## src/rtl/add_fu_ctrl.sv

```systemverilog
// add_fu_ctrl: scoreboard-managed integer add/sub functional unit.
// Accepts one instruction at a time, counts a fixed execution latency,
// then holds the (WIDTH+1)-bit result and its destination tag until the
// scoreboard grants write-back. flush kills any in-flight or held result.
module add_fu_ctrl #(
  parameter int WIDTH   = 16,
  parameter int LATENCY = 2,
  parameter int TAG_W   = 3
) (
  input  logic             clk,
  input  logic             rst,
  input  logic             issue_valid,
  output logic             issue_ready,
  input  logic             issue_op,
  input  logic [WIDTH-1:0] issue_a,
  input  logic [WIDTH-1:0] issue_b,
  input  logic [TAG_W-1:0] issue_dest,
  output logic             busy,
  output logic             wb_req,
  output logic [WIDTH:0]   wb_data,
  output logic [TAG_W-1:0] wb_dest,
  input  logic             wb_grant,
  input  logic             flush
);

  localparam logic [1:0] IDLE    = 2'd0;
  localparam logic [1:0] EXEC    = 2'd1;
  localparam logic [1:0] WB_WAIT = 2'd2;

  // Counter is sized for the full legal latency range (1..15).
  localparam logic [3:0] LAT_M1 = 4'(LATENCY - 1);

  logic [1:0]       state;
  logic [3:0]       cnt;
  logic             op_p0;
  logic [WIDTH-1:0] a_p0;
  logic [WIDTH-1:0] b_p0;
  logic [TAG_W-1:0] dest_p0;

  // Zero-extended add, or two's-complement subtract where the top bit is
  // the carry-out (1 = no borrow, a >= b).
  function automatic logic [WIDTH:0] alu_result(input logic op,
                                                input logic [WIDTH-1:0] a,
                                                input logic [WIDTH-1:0] b);
    logic [WIDTH:0] ext_a;
    logic [WIDTH:0] ext_b;
    ext_a = {1'b0, a};
    if (op) begin
      ext_b = {1'b0, ~b};
      return ext_a + ext_b + (WIDTH+1)'(1);
    end
    ext_b = {1'b0, b};
    return ext_a + ext_b;
  endfunction

  assign issue_ready = (state == IDLE) && !flush;
  assign busy        = (state != IDLE);

  // Control FSM, operand latch (stage p0) and result register; rst beats
  // flush, flush beats every other input.
  always_ff @(posedge clk) begin
    if (rst) begin
      state   <= IDLE;
      cnt     <= '0;
      op_p0   <= 1'b0;
      a_p0    <= '0;
      b_p0    <= '0;
      dest_p0 <= '0;
      wb_req  <= 1'b0;
      wb_data <= '0;
      wb_dest <= '0;
    end else if (flush) begin
      state  <= IDLE;
      wb_req <= 1'b0;
      cnt    <= '0;
    end else begin
      case (state)
        IDLE: begin
          if (issue_valid) begin
            op_p0   <= issue_op;
            a_p0    <= issue_a;
            b_p0    <= issue_b;
            dest_p0 <= issue_dest;
            cnt     <= LAT_M1;
            state   <= EXEC;
          end
        end
        EXEC: begin
          if (cnt == 4'd0) begin
            wb_data <= alu_result(op_p0, a_p0, b_p0);
            wb_dest <= dest_p0;
            wb_req  <= 1'b1;
            state   <= WB_WAIT;
          end else begin
            cnt <= cnt - 4'd1;
          end
        end
        WB_WAIT: begin
          if (wb_grant) begin
            wb_req <= 1'b0;
            state  <= IDLE;
          end
        end
        default: begin
          state  <= IDLE;
          wb_req <= 1'b0;
        end
      endcase
    end
  end

endmodule

```

## config.mk

```make
export PLATFORM = sky130hd
export DESIGN_NAME = add_fu_ctrl
export DESIGN_NICKNAME = d
export VERILOG_FILES = /design/src/rtl/add_fu_ctrl.sv
export SDC_FILE = /design/constraint.sdc
export NUM_CORES = 1
export LEC_CHECK = 0
export CORE_MARGIN = 2
export CORE_UTILIZATION = 50
export CTS_CLUSTER_DIAMETER = 200
export DETAILED_ROUTE_END_ITERATION = 7
export PLACE_DENSITY = 0.75
export SYNTH_ARGS = -nofsm -noshare
export SYNTH_HDL_FRONTEND = slang
export SYNTH_SLANG_ARGS = --single-unit
```

## constraint.sdc

```tcl
create_clock -name clk -period 3.9 [get_ports clk]
set_input_delay 0.78 -clock clk [delete_from_list [all_inputs] [get_ports clk]]
set_output_delay 0.78 -clock clk [all_outputs]
set_load 0.02 [all_outputs]
```

# Yosys cells after proc, flatten, opt, wreduce, memory -nomap -nowiden

Cells that the tools add are included.

$add $sub $neg: 4
Equality and inequality tests: 6
Muxes and demuxes: 17
Bitwise gates (word level): 3
Reduce and logical (&&, ||, !) cells: 12

Operators with widths:

| cell                                                               | number |
|---|---|
| 16-bit by 16-bit adder with 17-bit output                          | 2 |
| 17-bit two-way mux                                                 | 2 |
| 17-bit by 1-bit adder with 17-bit output, second input constant    | 1 |
| 16-bit inverter                                                    | 1 |
| 3-bit AND reduction                                                | 5 |
| 4-bit two-way mux                                                  | 2 |
| 2-bit != test, second input constant                               | 4 |
| 4-bit one-hot mux with 2 select lines                              | 1 |
| 1-bit two-way mux                                                  | 7 |
| 2-bit two-way mux                                                  | 3 |
| 2-bit one-hot mux with 3 select lines                              | 1 |
| 4-bit logical NOT                                                  | 1 |
| 2-bit nonzero test                                                 | 2 |
| 4-bit by 1-bit subtractor with 4-bit output, second input constant | 1 |
| 1-bit one-hot mux with 3 select lines                              | 1 |
| 2-bit by 1-bit == test with 1-bit output, second input constant    | 1 |
| 2-bit == test, second input constant                               | 1 |
| 2-bit logical NOT                                                  | 1 |
| 1-bit inverter                                                     | 2 |
| 2-bit OR reduction                                                 | 1 |
| 1-bit logical AND                                                  | 1 |
| 1-bit logical NOT                                                  | 1 |

Bits in registers: 63
Bits of input ports: 41
Output and inout port bits: 23
Logic and storage cells: 51

# Longest topological paths before layout

Depth in word-level cells: 6
Depth in mapped cells: 10
Mapped depth without buffers: 9

# Least setup slack after synthesis

No wires, ideal clock.

Path type: reg2reg
Start point: register b_p0[6]
End point: register wb_data[14]
Setup time: 0.073 ns
Data arrival time: 2.173 ns
Data required time: 3.827 ns
Path slack: 1.653 ns
Cell stages (with the launch flop): 10
Path buffers: 1
Period minus slack after synthesis: 2.247 ns
Cell sequence: dfxtp_1 > inv_1 > ha_1 > buf_2 > or3_1 > or3_1 > a211oi_1 > nor3_1 > or3_1 > o211ai_2

Word-level cells in the longest chain between the ends: 5
Elaborated cells between the ends (all ways): 6
Those cells by class: add/sub: 3; mux: 2; bitwise: 1

RTL lines:

| item                                      | RTL line | source |
|---|---|---|
| start: declaration                        | 37       | `logic [WIDTH-1:0] b_p0;` |
| start signal: assignment                  | 82       | `b_p0 <= issue_b;` |
| 16-bit inverter                           | 49       | `ext_b = {1'b0, ~b};` |
| 16-bit by 16-bit adder with 17-bit output | 50       | `return ext_a + ext_b + (WIDTH+1)'(1);` |
| 17-bit by 1-bit adder with 17-bit output  | 50       |  |
| 17-bit two-way mux                        | 48       | `if (op) begin` |
| 17-bit two-way mux (*)                    | 52       | `ext_b = {1'b0, b};` |
| end signal: assignment                    | 90       | `wb_data <= alu_result(op_p0, a_p0, b_p0);` |
| end: declaration                          | 20       | `output logic [WIDTH:0] wb_data,` |

Mark *: on every way between the ends. The rest lies on a longest branch, timed or not. The select of a mux whose other input is x is not followed.
A chain may end at the register's enable or synchronous reset.

# Worst setup path after layout

Start point: input port flush
End point: output port issue_ready

Word-level cells in the longest chain between the ends: 2

RTL lines:

| item               | RTL line | source |
|---|---|---|
| start: declaration | 23       | `input logic flush` |
| 1-bit logical NOT  | 56       | `assign issue_ready = (state == IDLE) && !flush;` |
| 1-bit logical AND  | 56       |  |
| end: declaration   | 13       | `output logic issue_ready,` |

Every way passes these cells.

==> results by group <==
Outcome
  • Result of the run: completed

Clocking
  • Count of cells resized by post-cts repair: 0
  • Post-CTS Repair Setup Buffers: 0
  • Num Clock Sinks: 63
  • Clock transition time at the flip-flop clock pins of the worst setup and hold paths: 80 ps
  • Number of CTS-inserted buffers: 9
  • Clock tree from TritonCTS: done
  • Number of H-tree branching levels: 3
  • Root buffer cell: sky130_fd_sc_hd__clkbuf_8
  • Maximum count of clock buffers along a single path: 2
  • Worst-Skew Late Latency: 340 ps
  • Cts-stage hold buffer count: 0

Route
  • Drc violations: 0
  • Average vias per placed instance: 5.77
  • Initial detailed-routing violation count: 242
  • Number of vias after detailed routing: 4036
  • First-pass DRT Iterations: 5
  • DR WL/cell: 15.9 um
  • Count of nets left with antenna violations after detail routing: 0
  • Final wirelength: 11100 um

Synthesis
  • Synth Register Bits: 63
  • Number of warnings reported in the yosys synthesis log: 0
  • Avg Synthesized Cell Area: 7.43 um2
  • Top FF cell, synth: sky130_fd_sc_hd__dfxtp_1
  • Count of flip-flops with a built-in enable after synthesis: 0
  • Number of nets in the synthesized netlist: 626
  • Mapped Area: 4080 um2
  • Cells after Synth: 549
  • Post-synth cell types: 56
  • Portion of the post-synthesis area used by sequential elements: 30.9%
  • Share of async-settable or async-resettable flops after synthesis: 0%

Critical path
  • Register-to-Register Setup Slack: 1240 ps
  • Reg2reg start: cnt[0]
  • Arrival time of data at the critical path endpoint: 2140 ps
  • Worst Path Class, Setup: in2out
  • Worst reg-to-reg path cell count: 8
  • Critical Path RT: 3120 ps
  • Kind of start point of the critical path: input pin
  • Kind of capture point of the worst setup path: primary output
  • Worst reg2reg path endpoint: wb_data[14]
  • Worst-path fanout max: 10

Global route
  • Wire length of the first global-routing pass: 17900 um
  • Leftover overflow at the end of global routing: 0
  • Pin count of the biggest net entering global routing: 46
  • Antenna violations before repair: 0
  • Total routing usage reported by global routing: 25.8%
  • Via count of the first global-routing pass: 3644

Timing
  • Final setup margin: 980 ps
  • Least-Margin Pin Slew: 811 ps
  • Aggregate negative setup slack: 0 ps
  • Max-slew headroom: 46.0%
  • Fraction of the cycle the final worst path needs: 74.9%
  • Post-route clock skew: 10.0 ps
  • Fmax achieved: 342 MHz
  • Final-report hold violation count: 0
  • Setup Viol. Count Final: 0
  • RSZ-0062 raised after global routing: false
  • Final worst path period need: 2920 ps
  • Final Max Slew Viols: 0

Final layout
  • Number of nets in the finished design: 669
  • Fraction of layout instances using a drive strength above 1: 4.52%
  • N_diodes: 0
  • Top library cells by usage in the layout, fill and taps aside: sky130_fd_sc_hd__nand2_1 (94), sky130_fd_sc_hd__a21oi_1 (72), sky130_fd_sc_hd__dfxtp_1 (63)
  • Number of fillers in the final layout: 745
  • Area delta synth->final: 20.6%
  • Most common cell after layout, fill and taps aside: sky130_fd_sc_hd__nand2_1

Power and ir drop
  • Cell leakage power: 1.94 nW
  • Power spent charging and discharging nets: 0.481 mW
  • Clock power share: 34.9%
  • Combinational power share: 22.2%
  • Pwr dens: 327 nW/um2
  • Seq pwr share: 43.0%
  • Switching portion of total power: 29.9%
  • Internal Dissipation: 1.13 mW
  • Worst-case vdd ir drop: 0.194 mV

Placement
  • Pre-CTS setup slack: 860 ps
  • Half-perimeter wire length after placement: 8400 um
  • Number of input and output port buffers inserted: 63
  • Weighted congestion at the end of routability-driven global placement: 0.964

Floorplanning
  • Die Outline Area: 8890 um2
  • Initial standard-cell utilization of the core: 52.2%
  • Core outline area: 7810 um2
  • Overall die width: 94.3 um
  • I/O pin count: 64
  • Die Y: 94.3 um
  • Rows: 32

Flow run
  • Count of maximum capacitance violations: 0

Hold path
  • Hold WC Path Type: reg2reg
  • Sink of the worst hold path: wb_data[5]
  • Depth of the worst hold-timing path: 2
  • Launch instance of the worst min-delay path: wb_data[5]
-- cell usage after synthesis (all sizes together), types with 5 or more instances --
cell,number,area (um2)
or3,13,81.3
o31ai,8,60.1
a31oi,5,31.3
nand2,95,359
nor2,32,120
o21ai,19,95.1
dfxtp,63,1260
a21o,7,52.6
a211o,7,61.3
a21oi,72,360
clkbuf,27,101
nand3b,9,67.6
ha,34,425
a211oi,10,80.1
nand3,10,50.1
o21a,5,37.5
nor4,6,37.5
buf,8,38.8
nor2b,8,50.1
inv,38,143
o211ai,6,50.1
nor3,22,110
-- state kept, by name, summed over array words and instances, names as in the netlist --
name and cells:
a_p0 16, b_p0 16, cnt 4, dest_p0 3
op_p0 1, state 2, wb_data 17, wb_dest 3
wb_req 1
-- logic make-up (layout without fill, tap and decap cells) --
| logic type | count (synthesis) | count (layout) | share of synthesized area (%) |
|---|---|---|---|
| compound gates | 162 | 162 | 25.3 |
| xor+xnor | 5 | 5 | 1.07 |
| fa+ha+maj | 36 | 36 | 11.4 |
| buf+inv | 73 | 121 | 6.94 |
| flops | 63 | 63 | 30.9 |
| mux | 1 | 1 | 0.246 |
| simple gates | 209 | 209 | 24.1 |
-- stage by stage --
stage | cells | util (%) | cell area [um2] | hold WS, ps | power (mW)
6_report | 699 | 63.0 | 4920 | 455 | 1.61
4_1_cts | 699 | 63.0 | 4920 | 456 | 1.61
3_5_place_dp | 683 | 60.5 | 4730 | 446 | 1.05
2_1_floorplan | 549 | - | 4080 | 432 | 0.935
3_3_place_gp | 683 | 60.5 | 4730 | 440 | 1.05
5_1_grt | 699 | 63.0 | 4920 | 472 | 1.69
-- power groups by stage --
stage / clock network [mW] / logic (mW) / registers, mW
after floorplan: 0 / 0.229 / 0.705
after global routing: 0.601 / 0.392 / 0.694
after detailed placement: 0 / 0.349 / 0.706
after CTS: 0.573 / 0.351 / 0.691
final: 0.561 / 0.357 / 0.691
after global placement: 0 / 0.349 / 0.704
-- critical path, cell delays in order --
cell and delay, ps:
sky130_fd_sc_hd__clkdlybuf4s50_1 590, sky130_fd_sc_hd__nor2_1 170, sky130_fd_sc_hd__clkdlybuf4s50_1 610
-- area by class of cell --
class	count	area, um2	share of cell area (%)
tap	102	128	2.60
sequential	63	1260	25.6
clock buffer	12	145	2.95
multi-input combinational	413	2540	51.7
clock inverter	4	45.0	0.916
inverter	38	143	2.90
timing repair buffer	67	656	13.3
-- routing by layer --
| metal | wire length (um) | GRT usage [%] | vias to the layer above | part of all wire, % |
|---|---|---|---|---|
| met5 | 0 | 0 | - | 0 |
| met4 | 140 | 8.09 | 0 | 1.3 |
| met3 | 677 | 4.65 | 15 | 6.1 |
| met2 | 4830 | 38.2 | 141 | 43 |
| met1 | 5470 | 37.8 | 1861 | 49 |
| li1 | - | - | 2019 | - |
-- worst max-delay path by stage --
stage | startpoint | endpoint | slack [ps] | depth (start not counted)
3_5_place_dp | flush | wb_data[14] | 860 | 5
6_report | flush | issue_ready | 980 | 3
5_1_grt | flush | issue_ready | 930 | 3
3_3_place_gp | flush | wb_data[14] | 920 | 5
4_1_cts | flush | issue_ready | 980 | 3
2_1_floorplan | b_p0[6] | wb_data[14] | 1650 | 9
Power figures use the tool's default switching activity.
